===== src/rtl/cordic_nco_phase_gen_pkg.sv =====
// Shared encodings for the CORDIC NCO phase generator: configuration
// register addresses and the run-control FSM state.
package cordic_nco_phase_gen_pkg;

    localparam logic [1:0] ADDR_FTW = 2'd0;
    localparam logic [1:0] ADDR_POW = 2'd1;
    localparam logic [1:0] ADDR_AMP = 2'd2;
    localparam logic [1:0] ADDR_DIV = 2'd3;

    typedef enum logic [1:0] {
        S_IDLE  = 2'd0,
        S_RUN   = 2'd1,
        S_BURST = 2'd2
    } state_e;

endpackage


===== src/rtl/cordic_nco_phase_gen_if.sv =====
// Control/config/sample bundle between a controller (master) and the
// phase generator (slave).
//
// Handshake: po_dv is a valid-only strobe with no ready/backpressure. Each
// cycle with po_dv high carries exactly one sample. po_x/po_y/po_z are stable
// while po_dv is high and hold their last values otherwise. done is a
// one-cycle pulse coincident with the final po_dv of a burst. All control
// inputs (cfg_wr, cfg_apply, start, stop, phase_clr) are single-cycle pulses
// sampled on the rising clock edge.
interface cordic_nco_phase_gen_if #(
    parameter int IDW = 12,
    parameter int AW  = 20,
    parameter int BLW = 16
);
    logic           cfg_wr;
    logic [1:0]     cfg_addr;
    logic [31:0]    cfg_data;
    logic           cfg_apply;
    logic           start;
    logic           stop;
    logic           phase_clr;
    logic [BLW-1:0] burst_len;
    logic           busy;
    logic           done;
    logic           po_dv;
    logic [IDW-1:0] po_x;
    logic [IDW-1:0] po_y;
    logic [AW-1:0]  po_z;

    modport master (
        output cfg_wr, cfg_addr, cfg_data, cfg_apply, start, stop, phase_clr, burst_len,
        input  busy, done, po_dv, po_x, po_y, po_z
    );

    modport slave (
        input  cfg_wr, cfg_addr, cfg_data, cfg_apply, start, stop, phase_clr, burst_len,
        output busy, done, po_dv, po_x, po_y, po_z
    );
endinterface


===== src/rtl/cordic_nco_phase_acc.sv =====
// Phase accumulator: steps by FTW on each sample tick, clears on request,
// and presents the offset phase truncated to the output width.
module cordic_nco_phase_acc #(
    parameter int PW = 32,
    parameter int AW = 20
) (
    input  logic          clk,
    input  logic          rst,
    input  logic          step,
    input  logic          clr,
    input  logic [PW-1:0] ftw,
    input  logic [PW-1:0] pow,
    output logic [AW-1:0] phase
);

    logic [PW-1:0] acc_q, acc_d;

    // Next accumulator value: clear beats step, so a tick coinciding with a
    // clear lands on 0 rather than on FTW.
    always_comb begin
        acc_d = acc_q;
        if (clr) begin
            acc_d = '0;
        end else if (step) begin
            acc_d = acc_q + ftw;
        end
    end

    // Accumulator register.
    always_ff @(posedge clk or negedge rst) begin
        if (!rst) begin
            acc_q <= '0;
        end else begin
            acc_q <= acc_d;
        end
    end

    // Offset phase from the current (pre-step) accumulator, top AW bits kept.
    assign phase = AW'((acc_q + pow) >> (PW - AW));

endmodule


===== src/rtl/cordic_nco_phase_gen.sv =====
// NCO-mode CORDIC upstream driver: sample-rate divider, phase accumulator
// with offset, constant amplitude, continuous or burst generation, and
// shadow/active configuration switched only on sample boundaries.
module cordic_nco_phase_gen
    import cordic_nco_phase_gen_pkg::*;
#(
    parameter int IDW  = 12,
    parameter int AW   = 20,
    parameter int PW   = 32,
    parameter int DIVW = 16,
    parameter int BLW  = 16
) (
    input  logic                  clk,
    input  logic                  rst,
    cordic_nco_phase_gen_if.slave bus,
    output state_e                dbg_state
);

    logic [PW-1:0]   ftw_sh_q, ftw_sh_d, pow_sh_q, pow_sh_d;
    logic [IDW-1:0]  amp_sh_q, amp_sh_d;
    logic [DIVW-1:0] div_sh_q, div_sh_d;
    logic [PW-1:0]   ftw_q, ftw_d, pow_q, pow_d;
    logic [IDW-1:0]  amp_q, amp_d;
    logic [DIVW-1:0] div_q, div_d;
    logic            pend_q, pend_d;
    state_e          state_q, state_d;
    logic [DIVW-1:0] cnt_q, cnt_d;
    logic [BLW-1:0]  bcnt_q, bcnt_d;
    logic            done_q, done_d;
    logic            po_dv_q, po_dv_d;
    logic [IDW-1:0]  po_x_q, po_x_d;
    logic [AW-1:0]   po_z_q, po_z_d;
    logic            busy, tick, pend_now;
    logic [AW-1:0]   phase;

    assign busy = (state_q != S_IDLE);
    // A stop in the same cycle suppresses the tick entirely.
    assign tick = busy && !bus.stop && (cnt_q == div_q);

    cordic_nco_phase_acc #(.PW(PW), .AW(AW)) u_acc (
        .clk   (clk),
        .rst   (rst),
        .step  (tick),
        .clr   (bus.phase_clr),
        .ftw   (ftw_q),
        .pow   (pow_q),
        .phase (phase)
    );

    // Shadow register writes; the active set is untouched here.
    always_comb begin
        ftw_sh_d = ftw_sh_q;
        pow_sh_d = pow_sh_q;
        amp_sh_d = amp_sh_q;
        div_sh_d = div_sh_q;
        if (bus.cfg_wr) begin
            case (bus.cfg_addr)
                ADDR_FTW: ftw_sh_d = PW'(bus.cfg_data);
                ADDR_POW: pow_sh_d = PW'(bus.cfg_data);
                ADDR_AMP: amp_sh_d = IDW'(bus.cfg_data);
                ADDR_DIV: div_sh_d = DIVW'(bus.cfg_data);
            endcase
        end
    end

    // Shadow-to-active copy: immediate in IDLE, otherwise held pending until
    // the next tick so that the tick itself still uses the old values.
    always_comb begin
        ftw_d    = ftw_q;
        pow_d    = pow_q;
        amp_d    = amp_q;
        div_d    = div_q;
        pend_now = pend_q || bus.cfg_apply;
        pend_d   = pend_q;
        if (!busy) begin
            pend_d = 1'b0;
            if (bus.cfg_apply) begin
                ftw_d = ftw_sh_q;
                pow_d = pow_sh_q;
                amp_d = amp_sh_q;
                div_d = div_sh_q;
            end
        end else if (bus.stop) begin
            pend_d = 1'b0;
        end else if (tick && pend_now) begin
            pend_d = 1'b0;
            ftw_d  = ftw_sh_q;
            pow_d  = pow_sh_q;
            amp_d  = amp_sh_q;
            div_d  = div_sh_q;
        end else begin
            pend_d = pend_now;
        end
    end

    // Sample-rate divider: counts 0..DIV while busy, wraps on tick.
    always_comb begin
        if (!busy || bus.stop || bus.phase_clr || tick) begin
            cnt_d = '0;
        end else begin
            cnt_d = cnt_q + DIVW'(1);
        end
    end

    // Run-control FSM next state, burst countdown and done pulse.
    always_comb begin
        state_d = state_q;
        bcnt_d  = bcnt_q;
        done_d  = 1'b0;
        case (state_q)
            S_IDLE: begin
                if (bus.start && !bus.stop) begin
                    if (bus.burst_len == '0) begin
                        state_d = S_RUN;
                    end else begin
                        state_d = S_BURST;
                        bcnt_d  = bus.burst_len;
                    end
                end
            end
            S_RUN: begin
                if (bus.stop) state_d = S_IDLE;
            end
            S_BURST: begin
                if (bus.stop) begin
                    state_d = S_IDLE;
                    bcnt_d  = '0;
                end else if (tick) begin
                    bcnt_d = bcnt_q - BLW'(1);
                    if (bcnt_q == BLW'(1)) begin
                        state_d = S_IDLE;
                        done_d  = 1'b1;
                    end
                end
            end
            default: state_d = S_IDLE;
        endcase
    end

    // Registered sample outputs: one cycle after the tick, hold otherwise.
    always_comb begin
        po_dv_d = tick;
        po_x_d  = po_x_q;
        po_z_d  = po_z_q;
        if (tick) begin
            po_x_d = amp_q;
            po_z_d = phase;
        end
    end

    // All control/config state registers.
    always_ff @(posedge clk or negedge rst) begin
        if (!rst) begin
            ftw_sh_q <= '0;
            pow_sh_q <= '0;
            amp_sh_q <= '0;
            div_sh_q <= '0;
            ftw_q    <= '0;
            pow_q    <= '0;
            amp_q    <= '0;
            div_q    <= '0;
            pend_q   <= 1'b0;
            state_q  <= S_IDLE;
            cnt_q    <= '0;
            bcnt_q   <= '0;
            done_q   <= 1'b0;
            po_dv_q  <= 1'b0;
            po_x_q   <= '0;
            po_z_q   <= '0;
        end else begin
            ftw_sh_q <= ftw_sh_d;
            pow_sh_q <= pow_sh_d;
            amp_sh_q <= amp_sh_d;
            div_sh_q <= div_sh_d;
            ftw_q    <= ftw_d;
            pow_q    <= pow_d;
            amp_q    <= amp_d;
            div_q    <= div_d;
            pend_q   <= pend_d;
            state_q  <= state_d;
            cnt_q    <= cnt_d;
            bcnt_q   <= bcnt_d;
            done_q   <= done_d;
            po_dv_q  <= po_dv_d;
            po_x_q   <= po_x_d;
            po_z_q   <= po_z_d;
        end
    end

    assign bus.busy  = busy;
    assign bus.done  = done_q;
    assign bus.po_dv = po_dv_q;
    assign bus.po_x  = po_x_q;
    assign bus.po_y  = '0;
    assign bus.po_z  = po_z_q;
    assign dbg_state = state_q;

endmodule

===== src/flat_wrapper.sv =====
// flat-port wrapper written by rule: the top's interface ports become plain ports
module cordic_nco_phase_gen_flat import cordic_nco_phase_gen_pkg::*;
#(
    parameter int IDW  = 12,
    parameter int AW   = 20,
    parameter int PW   = 32,
    parameter int DIVW = 16,
    parameter int BLW  = 16
)
  (clk, rst, dbg_state, bus_cfg_wr, bus_cfg_addr, bus_cfg_data, bus_cfg_apply, bus_start, bus_stop, bus_phase_clr, bus_burst_len, bus_busy, bus_done, bus_po_dv, bus_po_x, bus_po_y, bus_po_z);
  cordic_nco_phase_gen_if #(.IDW(IDW), .AW(AW), .BLW(BLW)) bus_i ();
  input  logic clk;
  input  logic rst;
  output state_e dbg_state;
  input wire logic [$bits(bus_i.cfg_wr)-1:0] bus_cfg_wr;
  input wire logic [$bits(bus_i.cfg_addr)-1:0] bus_cfg_addr;
  input wire logic [$bits(bus_i.cfg_data)-1:0] bus_cfg_data;
  input wire logic [$bits(bus_i.cfg_apply)-1:0] bus_cfg_apply;
  input wire logic [$bits(bus_i.start)-1:0] bus_start;
  input wire logic [$bits(bus_i.stop)-1:0] bus_stop;
  input wire logic [$bits(bus_i.phase_clr)-1:0] bus_phase_clr;
  input wire logic [$bits(bus_i.burst_len)-1:0] bus_burst_len;
  output wire logic [$bits(bus_i.busy)-1:0] bus_busy;
  output wire logic [$bits(bus_i.done)-1:0] bus_done;
  output wire logic [$bits(bus_i.po_dv)-1:0] bus_po_dv;
  output wire logic [$bits(bus_i.po_x)-1:0] bus_po_x;
  output wire logic [$bits(bus_i.po_y)-1:0] bus_po_y;
  output wire logic [$bits(bus_i.po_z)-1:0] bus_po_z;
  assign bus_i.cfg_wr = bus_cfg_wr;
  assign bus_i.cfg_addr = bus_cfg_addr;
  assign bus_i.cfg_data = bus_cfg_data;
  assign bus_i.cfg_apply = bus_cfg_apply;
  assign bus_i.start = bus_start;
  assign bus_i.stop = bus_stop;
  assign bus_i.phase_clr = bus_phase_clr;
  assign bus_i.burst_len = bus_burst_len;
  assign bus_busy = bus_i.busy;
  assign bus_done = bus_i.done;
  assign bus_po_dv = bus_i.po_dv;
  assign bus_po_x = bus_i.po_x;
  assign bus_po_y = bus_i.po_y;
  assign bus_po_z = bus_i.po_z;
  cordic_nco_phase_gen #(.IDW(IDW), .AW(AW), .PW(PW), .DIVW(DIVW), .BLW(BLW)) u_core (.clk(clk), .rst(rst), .bus(bus_i), .dbg_state(dbg_state));
endmodule

===== config.mk =====
export PLATFORM = sky130hd
export DESIGN_NAME = cordic_nco_phase_gen_flat
export DESIGN_NICKNAME = d
export VERILOG_FILES = /design/src/rtl/cordic_nco_phase_gen_pkg.sv /design/src/rtl/cordic_nco_phase_gen_if.sv /design/src/rtl/cordic_nco_phase_acc.sv /design/src/rtl/cordic_nco_phase_gen.sv /design/src/flat_wrapper.sv
export SDC_FILE = /design/constraint.sdc
export NUM_CORES = 1
export LEC_CHECK = 0
export ABC_AREA = 1
export BUFFER_PORTS_ARGS = -buffer_cell sky130_fd_sc_hd__buf_4
export CAP_MARGIN = 25
export CELL_PAD_IN_SITES_DETAIL_PLACEMENT = 0
export CELL_PAD_IN_SITES_GLOBAL_PLACEMENT = 2
export CORE_MARGIN = 4
export CORE_UTILIZATION = 32
export CTS_CLUSTER_DIAMETER = 200
export DETAILED_ROUTE_END_ITERATION = 16
export MAX_ROUTING_LAYER = met4
export PLACE_DENSITY = 0.86
export SLEW_MARGIN = 20
export SYNTH_ARGS = -nofsm -noshare
export SYNTH_HDL_FRONTEND = slang
export SYNTH_HIERARCHICAL = 1
export SYNTH_SLANG_ARGS = --single-unit

===== constraint.sdc =====
create_clock -name clk -period 2.07 [get_ports clk]
set_input_delay 0.207 -clock clk [delete_from_list [all_inputs] [get_ports clk]]
set_output_delay 0.207 -clock clk [all_outputs]
set_load 0.03 [all_outputs]

## Word-level counts from Yosys, hierarchy flattened

Index checks and enable logic that the tools add are counted.

| cells by class | value |
|---|---|
| muxes and demuxes | 38 |
| add/sub/neg operators | 4 |
| reductions and logical operators | 24 |
| eq/ne operators | 14 |

Operators by type and width:

| cell | count |
|---|---|
| 2-to-1 mux 32 bit | 10 |
| 2-to-1 mux 16 bit | 9 |
| adder 32 bit | 2 |
| 2-to-1 mux 12 bit | 4 |
| case mux 16 bit (2 select lines) | 1 |
| adder 16 x 1 -> 16 bit (second input constant) | 1 |
| == test 16 x 1 -> 1 bit (second input constant) | 1 |
| == test 16 bit | 1 |
| logical NOT 16 bit | 1 |
| subtractor 16 x 1 -> 16 bit (second input constant) | 1 |
| 2-to-1 mux 2 bit | 6 |
| != test 2 bit (second input constant) | 4 |
| AND reduction 2 bit | 4 |
| AND reduction 4 bit | 2 |
| nonzero test 2 bit | 4 |
| 2-to-1 mux 1 bit | 7 |
| == test 2 bit (second input constant) | 3 |
| != test 3 x 2 -> 1 bit (second input constant) | 2 |
| case mux 2 bit (3 select lines) | 1 |
| == test 2 x 1 -> 1 bit (second input constant) | 2 |
| logical AND 1 bit | 4 |
| logical NOT 2 bit | 2 |
| logical OR 1 bit | 4 |
| AND reduction 3 bit | 1 |
| other kinds (2) | 3 |

| storage, ports and cells | value |
|---|---|
| output and inout bits | 49 |
| bits in registers | 285 |
| word-level logic and storage cells | 97 |

## Longest topological paths before layout

Gate-level depths: netlist of the first run.

| depth | value |
|---|---|
| depth in word-level cells | 7 |
| depth in mapped cells | 17 |
| mapped depth without buffers | 16 |

## Modules after synthesis

The synthesis of the first run kept the hierarchy.

Modules (own cells, without submodules):

| module | times used | cells each | area each (um^2) |
|---|---|---|---|
| cordic_nco_phase_gen | 1 | 1315 | 10979.3 |
| cordic_nco_phase_acc | 1 | 991 | 5408.9 |

## Worst setup path after synthesis of the first run

No wires, ideal clock.

| path | value |
|---|---|
| kind | flip-flop to flip-flop |
| start point | register u_core.cnt_q[7] |
| end point | register u_core.u_acc.acc_q[16] |
| path buffers | 2 |
| library setup time | 0.076 ns |
| period minus slack after synthesis | 1.995 ns |
| setup slack | 0.075 ns |
| data arrival time | 1.918 ns |
| required time | 1.994 ns |
| stages on the path, launching flop included | 17 |
| cells stage by stage | dfrtp_1 inv_2 nand2_1 nand2_1 nor2_1 nand2_1 nor2_1 nand2_1 inv_2 nand2_2 inv_2 buf_2 inv_1 nor2_1 buf_2 nand2_1 o21ai_1 |

| between the ends | value |
|---|---|
| word-level cells in the longest chain between the ends | 3 |

RTL lines:

| item | line | RTL |
|---|---|---|
| start, declared | cordic_nco_phase_gen.sv:27 | `logic [DIVW-1:0] cnt_q, cnt_d;` |
| start signal, assigned | cordic_nco_phase_gen.sv:181 | `cnt_q <= cnt_d;` |
| == test 16 bit | cordic_nco_phase_gen.sv:38 | `assign tick = busy && !bus.stop && (cnt_q == div_q);` |
| logical AND 1 bit | cordic_nco_phase_gen.sv:38 |  |
| via u_core.po_dv_d | cordic_nco_phase_gen.sv:30 | `logic po_dv_q, po_dv_d;` |
| nonzero test 2 bit (no line) | - |  |
| end signal, assigned | cordic_nco_phase_acc.sv:32 | `acc_q <= '0;` |
| end signal, assigned | cordic_nco_phase_acc.sv:34 | `acc_q <= acc_d;` |
| end, declared | cordic_nco_phase_acc.sv:16 | `logic [PW-1:0] acc_q, acc_d;` |

The timed path passes the listed nets, and every way through them passes these cells.
A chain may end at the register's enable or synchronous reset.

## Worst setup path after layout of the first run

| path | value |
|---|---|
| start point | register u_core.u_acc.acc_q[11] |
| end point | register u_core.u_acc.acc_q[27] |

| between the ends | value |
|---|---|
| word-level cells in the longest chain between the ends | 3 |

RTL lines:

| item | line | RTL |
|---|---|---|
| adder 32 bit | cordic_nco_phase_acc.sv:25 | `acc_d = acc_q + ftw;` |
| 2-to-1 mux 32 bit | cordic_nco_phase_acc.sv:24 | `end else if (step) begin` |
| 2-to-1 mux 32 bit | cordic_nco_phase_acc.sv:22 | `if (clr) begin` |

Every way passes these cells. The select of a mux whose other input is x is not followed.

==> impl_metrics.csv, run 1 <==
group,metric,value,unit
run_status,status,"complete, no violations",
critical_path,rrSetupSlack,0.09,ns
critical_path,cp.required,2.50,ns
cts,cts_root_buffer,"clkbuf_16",
critical_path,worstReg2RegEnd,"u_core/u_acc/acc_q[27]",
hold_path,min_delay_worst_endpoint,"u_core/pow_sh_q[9]",
drt,drcViolationCount,0,
synth,async_flop_share,100.0,%
floorplanning,dieArea,54900,sq um
power_and_ir_drop,ir_drop,0.0005251,V
critical_path,cp_num_buf_inv,2,
grt,grtUsageTotal,19.14,%
drt,post_drt_via_cell_ratio,4.749,
grt,grt_max_degree,66,
sta,fin_setup_tns,0,ns
critical_path,startpoint_type,"register",
synth,syn_avg_cell_area,7.107,sq um
synth,synth-simple-area-share,34.30,%
synth,yosys_warnings,6,
synth,synth-compound-area-share,7.062,%
grt,met3_usage,2.551,%
critical_path,path_common_cell,"nand2_1",
critical_path,critPathSlowestCell,"dfrtp_1",
sta,finalHoldViolCount,0,
synth,syn_inst,2306,
critical_path,crit_chain,"ha_2, nand2_1, inv_1, nand2_1, inv_2, nand2_1, nor3_1, nand2_1, nand2_1, nand2_1, nand3_1, nand2_1",
synth,synth_xor_area_share,1.229,%
grt,global_route.usage.met2,29.31,%
sta,setup_viol,0,
critical_path,path_class,"reg2reg",
sta,finalHoldWorstSlack,0.01985,ns
synth,synthMuxAreaShare,0,%
critical_path,slowest_delay,0.46,ns
job,maxCapViolCount,0,
drt,routedWlPerCell,16.16,um
sta,rsz0062_at_grt,"yes",
drt,firstDrtPassIters,5,
placement,routabilityCongestion,0.8733,
synth,synth-seq-area-share,43.52,%
drt,drt_iter0_drc,1061,
grt,use_met1,27.08,%
floorplanning,initial_core_util,32.53,%
critical_path,cp_max_fo,5,
layout,fillers,5127,
placement,hpwl,37.29,mm
cts,cts-htree-levels,2,
layout,seq_area,7139,sq um
layout,multi_input_area,8543,sq um
synth,yosysUniqueCellTypes,43,
power_and_ir_drop,p_leak,10.93,nW
floorplanning,die_y,234.3,um
sta,final.period_utilization,95.64,%
synth,synth_top_family_by_area,"simple AND/OR/NAND/NOR gates",
critical_path,crit_path_end_kind,"register",
critical_path,cp_data_arrival_time,2.41,ns
sta,max_freq,505.1,MHz
grt,grt_antenna_before_repair,0,
drt,drt_wl_total,51.70,mm
cts,clock_latency,0.56,ns
floorplanning,coreArea,50380,sq um
critical_path,reg2regPathDepth,12,
sta,worst_pin_slew,0.5415,ns
cts,clk_pin_slew_worst_paths,0.06,ns
placement,portBuffers,93,
drt,vias,15190,
sta,min_period,1.980,ns
layout,diodes,0,
grt,grt_pass1_vias,15010,
sta,skew,0.02720,ns
cts,clock_path_buffers,3,
layout,fin_nets,2623,
layout,syn_to_final_growth,26.24,%
grt,grt_overflow,0,
synth,synthAdderAreaFrac,5.008,%
hold_path,holdPathStages,3,
synth,synth-edff-count,0,
layout,drive_gt1_share,17.25,%
synth,synth_ff_type,"dfrtp_1",
floorplanning,core.rowCount,82,
drt,postRouteAntennaNets,0,
floorplanning,num_io_pins,106,
layout,design_area,20690,sq um
grt,grt_pass1_wl,81.56,mm
grt,grt_busiest_layer,"met2",
synth,netlist_area,16390,sq um
sta,slew-limit-headroom,63.86,%
cts,cts_tree,"yes",
synth,ys_seq_elements,285,
power_and_ir_drop,power_density,1116,nW/um^2
cts,numCtsBuffers,35,
critical_path,cp_top_family,"simple AND/OR/NAND/NOR gates",
floorplanning,fp.dieW,234.3,um
sta,finalMaxSlewViolations,0,
cts,clock_sinks,285,
critical_path,r2r_start,"u_core/u_acc/acc_q[11]",
hold_path,hold_class,"in2reg",
hold_path,worstHoldStart,"bus_cfg_data[9]",
placement,place_area,18360,sq um
==> placed cells by master, fill, tap and decap left out, types with 7 or more instances in the layout <==
cell type / synthesis / layout
nand2_1: 950 / 922
ha_4: 0 / 25
ha_1: 64 / 24
buf_12: 0 / 12
a21oi_1: 61 / 35
ha_2: 0 / 15
inv_1: 251 / 248
nand2_2: 7 / 33
clkbuf_8: 0 / 8
a21oi_2: 0 / 25
nand4_1: 28 / 28
xor2_1: 19 / 18
nor2_2: 5 / 30
nand3_1: 185 / 181
o21bai_1: 9 / 8
dfrtp_1: 285 / 279
buf_4: 13 / 185
clkinv_2: 0 / 7
nor2_1: 167 / 138
o21ai_1: 1 / 15
clkbuf_16: 0 / 38
conb_1: 1 / 12
o21ai_0: 126 / 111
nor3_1: 12 / 9
dlygate4sd3_1: 0 / 25
==> worst max-delay path by stage <==
stage | start | endpoint | slack (ns) | cells past startpoint
3_5_place_dp | u_core/u_acc/acc_q[2] | u_core/bus.po_z[19] | -0.07 | 12
5_1_grt | u_core/u_acc/acc_q[8] | u_core/bus.po_z[19] | -0.06 | 12
6_report | u_core/u_acc/acc_q[11] | u_core/u_acc/acc_q[27] | 0.09 | 12
3_3_place_gp | u_core/pow_q[18] | u_core/bus.po_z[19] | -0.07 | 11
2_1_floorplan | u_core/cnt_q[7] | u_core/u_acc/acc_q[16] | 0.08 | 16
4_1_cts | u_core/u_acc/acc_q[2] | u_core/bus.po_z[9] | 0.003 | 11
==> metal layers <==
| metal | vias to the layer above | part of all wire (%) |
|---|---|---|
| li1 | 7624 | - |
| met1 | 7163 | 49 |
| met2 | 327 | 45 |
| met3 | 78 | 4.3 |
| met4 | 0 | 2.5 |
| met5 | - | 0 |
==> logic make-up (layout without fill, tap and decap cells) <==
group | count (synthesis) | in the layout
flip-flops | 285 | 285
adder cells (fa/ha/maj) | 65 | 65
AO/OA/AOI/OAI | 216 | 216
other | 1 | 12
XOR/XNOR | 23 | 23
buffers and inverters | 336 | 546
AND/OR/NAND/NOR | 1380 | 1380
==> through the flow <==
stage          total power, W  std cells  setup WS (ns)  util, %
2_1_floorplan         0.01313       2317        0.07538        -
3_3_place_gp          0.01581       3097       -0.07029    36.45
3_5_place_dp          0.01591       3097       -0.06511    36.45
4_1_cts               0.02260       3185       0.002827    39.43
5_1_grt               0.02478       3199       -0.05875    41.07
6_report              0.02309       3199        0.09020    41.07
==> sequential cells by signal, summed over array words and instances (netlist names), 2 cells and up <==
name and count:
u_core/pow_sh_q 32, u_core/cnt_q 16, u_core/pow_q 32, u_core/bcnt_q 16, u_core/div_sh_q 16, u_core/amp_sh_q 12, u_core/u_acc/acc_q 32, u_core/ftw_sh_q 32
u_core/div_q 16, u_core/bus.po_x 12, u_core/ftw_q 32, u_core/dbg_state 2, u_core/bus.po_z 20, u_core/amp_q 12
==> worst reg2reg max path: cells and delay by family, from the launching register on <==
kind                       cells  cell delay, ns
and+or+nand+nor                9            0.78
adders and majority gates      1            0.43
buffers and inverters          2            0.17
DFF                            1            0.46
==> repair_timing <==
item,CTS,global route
buffers inserted,0,11
endpoints found under the hold margin,117,0
resized for setup,9,166
setup endpoints to repair,81,128
cloned,0,3
hold buffers,25,0
pin swaps,1,14
==> cells in the mapped netlist (2+ instances only) <==
master	n	share of area, %
a21boi_2	2	0.14
a21o_1	5	0.23
a21oi_1	61	1.9
and2_1	2	0.076
buf_2	10	0.31
buf_4	13	0.60
buf_6	17	1.2
clkbuf_1	39	0.89
dfrtp_1	285	44
ha_1	64	4.9
inv_1	251	5.7
inv_2	5	0.11
nand2_1	950	22
nand2_2	7	0.27
nand3_1	185	5.6
nand3_2	2	0.12
nand3b_1	6	0.27
nand4_1	28	1.1
nor2_1	167	3.8
nor2_2	5	0.19
nor2_4	2	0.14
nor3_1	12	0.37
nor4_1	6	0.23
o21ai_0	126	3.8
o21bai_1	9	0.41
o22ai_1	4	0.15
o31ai_1	2	0.092
or2_1	2	0.076
or2_2	4	0.15
xnor2_1	4	0.21
xor2_1	19	1.0
==> area by class of cell <==
class,instances,share of cell area (%)
Inverter,256,4.669
Sequential cell,285,34.51
Clock inverter,19,1.089
Multi-Input combinational cell,1696,41.29
Timing Repair Buffer,227,9.592
Clock buffer,44,4.784
Tap cell,672,4.064
==> power by group <==
| part | internal (W) | total, W | switching [W] | leakage (nW) |
|---|---|---|---|---|
| sequential | 0.00716 | 0.00851 | 0.00136 | 3.70 |
| combinational | 0.00320 | 0.00815 | 0.00495 | 6.62 |
| clock | 0.00383 | 0.00643 | 0.00261 | 0.605 |
| total | 0.0142 | 0.0231 | 0.00891 | 10.9 |
(Power assumes the default switching activity.)
==> inputs of run 2 (changes only) <==
ABC_AREA = 0   (was 1)
CORE_UTILIZATION = 37   (was 32)
SYNTH_HIERARCHICAL = unset   (was 1)
==> impl_metrics.csv, run 2 <==
group,metric,value,unit
synth,yosys-top-cells-count,"285 x dfrtp_1, 184 x mux2_2, 131 x nand2_1",
synth,synth-edff-count,0,
floorplanning,die_y,204.4,um
critical_path,crit_path_end_kind,"register",
floorplanning,initial_core_util,37.71,%
cts,clock_sinks,285,
floorplanning,dieArea,41770,sq um
cts,clock_path_buffers,3,
placement,place_area,17050,sq um
drt,vias,11420,
run_status,status,"complete, but fails checks",
run_status,violations,"setup timing",
grt,grt_max_degree,51,
synth,synth_ff_type,"dfrtp_1",
drt,firstDrtPassIters,5,
cts,cts_tree,"yes",
critical_path,path_class,"reg2reg",
synth,yosysUniqueCellTypes,70,
critical_path,crit_chain,"ha_1, o21ai_0, nor2_2, o311a_1, or3_4, a31oi_4, a21oi_2, a221o_1, a22o_1",
synth,syn_inst,1296,
drt,routedWlPerCell,18.41,um
power_and_ir_drop,power,0.02333,W
cts,cts-htree-levels,2,
critical_path,critPathSlowestCell,"dfrtp_1",
floorplanning,num_io_pins,106,
placement,portBuffers,93,
layout,syn_to_final_growth,48.72,%
drt,post_drt_via_cell_ratio,5.141,
sta,worst_slack,-0.7216,ns
layout,fin_nets,1809,
grt,grt_pass1_vias,12200,
sta,setup_viol,175,
floorplanning,fp.dieW,204.4,um
critical_path,cp_top_family,"compound AO/OA/AOI/OAI gates",
synth,netlist_area,14270,sq um
cts,numCtsBuffers,34,
critical_path,slowest_delay,0.43,ns
synth,synth_most_common_cell,"dfrtp_1",
layout,design_area,21220,sq um
critical_path,cp_data_arrival_time,3.22,ns
synth,synthTopCellsByArea,"dfrtp_1 50%, mux2_2 15%, ha_1 5.6%",
power_and_ir_drop,p_leak,9.707,nW
power_and_ir_drop,power_density,1099,nW/um^2
critical_path,startpoint_type,"register",
drt,drt_iter0_drc,412,
layout,layout_common_cells,"280 x dfrtp_1, 274 x buf_4, 182 x mux2_2",
hold_path,hold_class,"in2reg",
critical_path,cp_max_fo,3,
synth,syn_avg_cell_area,11.01,sq um
layout,diodes,0,
grt,grtUsageTotal,19.96,%
synth,ys_seq_elements,285,
layout,drive_gt1_share,48.68,%
grt,grt_antenna_before_repair,0,
synth,yosys_warnings,0,
synth,netlist.area_leader.share,49.98,%
critical_path,cp_num_buf_inv,0,
job,maxCapViolCount,0,
power_and_ir_drop,ir_drop,0.0007941,V
sta,final.period_utilization,134.9,%
sta,finalMaxSlewViolations,0,
synth,yosysTopAreaCell,"dfrtp_1",
floorplanning,core.rowCount,71,
cts,clk_pin_slew_worst_paths,0.06,ns
drt,drt_wl_total,40.90,mm
sta,rsz0062_at_grt,"yes",
placement,routabilityCongestion,0.8532,
placement,dp_slack,-0.7147,ns
placement,hpwl,25.85,mm
sta,skew,0.01535,ns
grt,grt_overflow,0,
drt,drcViolationCount,0,
synth,async_flop_share,100.0,%
layout,layout_commonest_cell,"dfrtp_1",
grt,grt_pass1_wl,65.03,mm
critical_path,cp.required,2.49,ns
layout,finalCoreUtilization,56.08,%
synth,synth-seq-area-share,49.98,%
drt,postRouteAntennaNets,0,
floorplanning,coreArea,37840,sq um
cts,clock_latency,0.54,ns
cts,cts_root_buffer,"clkbuf_16",
sta,finalHoldViolCount,0,
sta,max_freq,358.2,MHz
sta,min_period,2.792,ns
## run 2: cell types whose count changed in the layout (fill, tap and decap cells not counted), sizes merged, moves of 45 or more
cell and delta:
o21ai -45, mux2 +184, buf +158, nand3 -158
inv -231, nand2 -826, nor2 -109
## run 2: final cells by class
type | count | area (sq um)
fillers | 3204 | 16620
flip-flops and latches | 285 | 7138
multi-input cells | 926 | 8079
clock buffers | 48 | 984.7
clock inverters | 12 | 135.1
well taps | 511 | 639.4
inverters | 28 | 120.1
repair buffers | 412 | 4126
## run 2: per-layer routing
metal  part of all wire, %  global-route usage [%]  vias up
met4                   2.5                   6.150        0
li1                      -                       -     5421
met1                    45                   26.03     5721
met3                   3.5                   2.586       67
met5                     0                       -        -
met2                    49                   32.75      215
## run 2: kinds of logic (layout without fill, tap and decap cells)
kind of cell | Yosys count | count (layout) | synth area share [%]
AOI/OAI and AO/OA | 278 | 278 | 12.13
DFF | 285 | 285 | 49.98
other | 1 | 12 | 0.02628
muxes | 185 | 185 | 14.59
xor gates and xnor gates | 72 | 72 | 4.419
buffers and inverters | 96 | 500 | 2.964
adders and majority gates | 65 | 65 | 5.752
and+or+nand+nor | 314 | 314 | 10.14
## run 2: path summary, 6_finish.rpt
check	start	to	slack, ns	cells after the start
max reg2reg	u_core.u_acc.acc_q[7]	u_core.bus.po_z[17]	-0.72	9
min	bus_phase_clr	u_core.u_acc.acc_q[6]	0.11	2
min reg2reg	u_core.pend_q	u_core.pend_q	0.47	1
max in group asynchronous	rst	u_core.amp_q[2]	1.17	3
min in group asynchronous	rst	u_core.pow_sh_q[17]	0.20	2
max	u_core.u_acc.acc_q[7]	u_core.bus.po_z[17]	-0.72	9
## run 2: worst reg2reg max path: stages, from the launching register on
cell	delay, ns
dfrtp_1	0.43
ha_1	0.38
o21ai_0	0.28
nor2_2	0.12
o311a_1	0.34
or3_4	0.43
a31oi_4	0.15
a21oi_2	0.06
a221o_1	0.32
a22o_1	0.17
## run 2: timing repair
item	4_1_cts	5_1_grt
pin swaps	85	102
gates resized for setup	218	199
hold buffers	52	0
endpoints found under the setup margin	175	191
setup buffers	38	45
endpoints found under the hold margin	329	0
cloned	22	3
## run 2: report_power, final
part           switching (W)  internal [W]
registers            0.00120       0.00713
clock network        0.00245       0.00360
logic                0.00422       0.00472
total                0.00788        0.0154
## run 2: stage by stage
step                hold slack [ns]  setup TNS, ns  cells
global placement             0.1647         -53.35   2033
global route                 0.1242         -83.50   2222
CTS                         0.06124         -49.64   2200
detailed placement           0.1647         -57.56   2033
floorplan                  -0.08859         -7.000   1307
finish                       0.1130         -65.27   2222
==> inputs of run 3 (changes only) <==
ABC_CLOCK_PERIOD_IN_PS = 2070   (was unset)
REMOVE_ABC_BUFFERS = 1   (was unset)
==> impl_metrics.csv, run 3 (synthesized netlist as in run 2, its figures left out) <==
group,metric,value,unit
run_status,status,"complete, but fails checks",
run_status,violations,"setup timing",
layout,layout_commonest_cell,"dfrtp_1",
sta,skew,0.01167,ns
placement,dp.cells,2022,
placement,hpwl,25.33,mm
layout,instances_no_fill,2213,
critical_path,crit_chain,"ha_1, a21o_1, a21o_1, a21oi_1, o21ai_1, or3_4, a31oi_4, a21oi_2, a221o_1, a22o_1",
sta,max_freq,353.3,MHz
sta,worst_slack,-0.7602,ns
drt,drt_iter0_drc,572,
cts,clk_pin_slew_worst_paths,0.07,ns
sta,min_period,2.830,ns
critical_path,cp_data_arrival_time,3.29,ns
grt,grt_max_degree,63,
drt,firstDrtPassIters,4,
floorplanning,coreArea,37840,sq um
grt,grt_pass1_wl,65.40,mm
placement,routabilityCongestion,0.8684,
grt,met3_usage,2.301,%
critical_path,cp_max_fo,3,
grt,grt_pass1_vias,12050,
layout,diodes,0,
floorplanning,core.rowCount,71,
sta,final.period_utilization,136.7,%
placement,portBuffers,93,
cts,cts-htree-levels,1,
hold_path,hold_class,"in2reg",
placement,dp_slack,-0.7759,ns
floorplanning,num_io_pins,106,
critical_path,critPathSlowestCell,"or3_4",
cts,clock_latency,0.58,ns
drt,postRouteAntennaNets,0,
drt,drt_wl_total,41.94,mm
critical_path,cp.required,2.53,ns
layout,fillers,3161,
critical_path,cp_num_buf_inv,0,
sta,finalMaxSlewViolations,0,
grt,grt_overflow,0,
grt,use_met1,26.21,%
layout,fin_nets,1803,
cts,cts_tree,"yes",
cts,clock_sinks,285,
sta,worst_pin_slew,0.5576,ns
grt,global_route.usage.met2,33.70,%
critical_path,crit_path_end_kind,"register",
power_and_ir_drop,ir_drop,0.0008254,V
drt,drcViolationCount,0,
critical_path,path_class,"reg2reg",
grt,grt_busiest_layer,"met2",
power_and_ir_drop,p_leak,9.704,nW
floorplanning,dieArea,41770,sq um
cts,clock_path_buffers,3,
sta,rsz0062_at_grt,"yes",
floorplanning,fp.dieW,204.4,um
job,maxCapViolCount,0,
floorplanning,initial_core_util,37.71,%
cts,cts_root_buffer,"clkbuf_16",
critical_path,slowest_delay,0.46,ns
sta,slew-limit-headroom,62.83,%
layout,syn_to_final_growth,48.76,%
drt,vias,11460,
power_and_ir_drop,power_density,1080,nW/um^2
critical_path,path_common_cell,"a21o_1",
layout,drive_gt1_share,48.35,%
cts,numCtsBuffers,30,
critical_path,startpoint_type,"register",
drt,routedWlPerCell,18.95,um
grt,grtUsageTotal,20.03,%
layout,layout_common_cells,"282 x dfrtp_1, 259 x buf_4, 177 x mux2_2",
sta,finalHoldViolCount,0,
critical_path,cp_top_family,"compound AO/OA/AOI/OAI gates",
drt,post_drt_via_cell_ratio,5.178,
sta,setup_viol,174,
floorplanning,die_y,204.4,um
grt,grt_antenna_before_repair,0,
## run 3: cell types whose count changed in the layout (fill, tap and decap cells not counted), sizes merged
cell,before,now
buf,357,351
clkinv,7,3
bufinv,2,3
clkinvlp,1,2
inv,30,29
o21ai,83,84
clkbuf,51,49
bufbuf,0,1
## run 3: report_power, final
group          switching (W)  internal [W]
Clock                0.00228       0.00327
Combinational        0.00428       0.00476
Sequential           0.00120       0.00712
Total                0.00777        0.0152
## run 3: worst paths after layout
kind	end	slack [ns]	depth (start not counted)	startpoint
max	u_core.bus.po_z[17]	-0.76	10	u_core.u_acc.acc_q[10]
min	u_core.u_acc.acc_q[2]	0.09	2	bus_phase_clr
max reg2reg	u_core.bus.po_z[17]	-0.76	10	u_core.u_acc.acc_q[10]
min reg2reg	u_core.pend_q	0.47	1	u_core.pend_q
max in group asynchronous	u_core.pow_sh_q[0]	1.21	3	rst
min in group asynchronous	u_core.u_acc.acc_q[14]	0.19	2	rst
## run 3: layer usage
layer	vias to the layer above	part of all wire (%)
met5	-	0
met4	0	2.5
met3	68	3.3
met2	217	50
met1	5760	44
li1	5415	-
## run 3: final cells by class
type / count / area [sq um] / area share [%]
timing repair buffer: 409 / 4160 / 19.60
clock buffer: 44 / 863.3 / 4.067
sequential: 285 / 7136 / 33.61
multi-input combinational: 927 / 8163 / 38.45
clock inverter: 9 / 153.9 / 0.7250
inverter: 28 / 112.6 / 0.5305
tap: 511 / 639.4 / 3.012
## run 3: metrics by stage
step / utilization [%] / total power [W] / hold WS, ns / setup TNS, ns / cell area, sq um
3_3_place_gp: 44.50 / 0.01477 / 0.2110 / -51.59 / 16840
4_1_cts: 54.28 / 0.02263 / 0.04400 / -64.75 / 20540
2_1_floorplan: - / 0.01226 / -0.08859 / -653.15 / 13990
6_report: 56.09 / 0.02292 / 0.08575 / -64.16 / 21230
3_5_place_dp: 44.50 / 0.01494 / 0.2062 / -52.22 / 16840
5_1_grt: 56.09 / 0.02420 / 0.07298 / -86.38 / 21230
## run 3: timing repair
| action | CTS | global route |
|---|---|---|
| setup buffers | 67 | 21 |
| hold buffers | 52 | 0 |
| gates cloned | 23 | 4 |
| pin swaps | 158 | 94 |
| endpoints found under the setup margin | 174 | 190 |
| hold endpoints to repair | 240 | 0 |
| gates resized for setup | 297 | 167 |
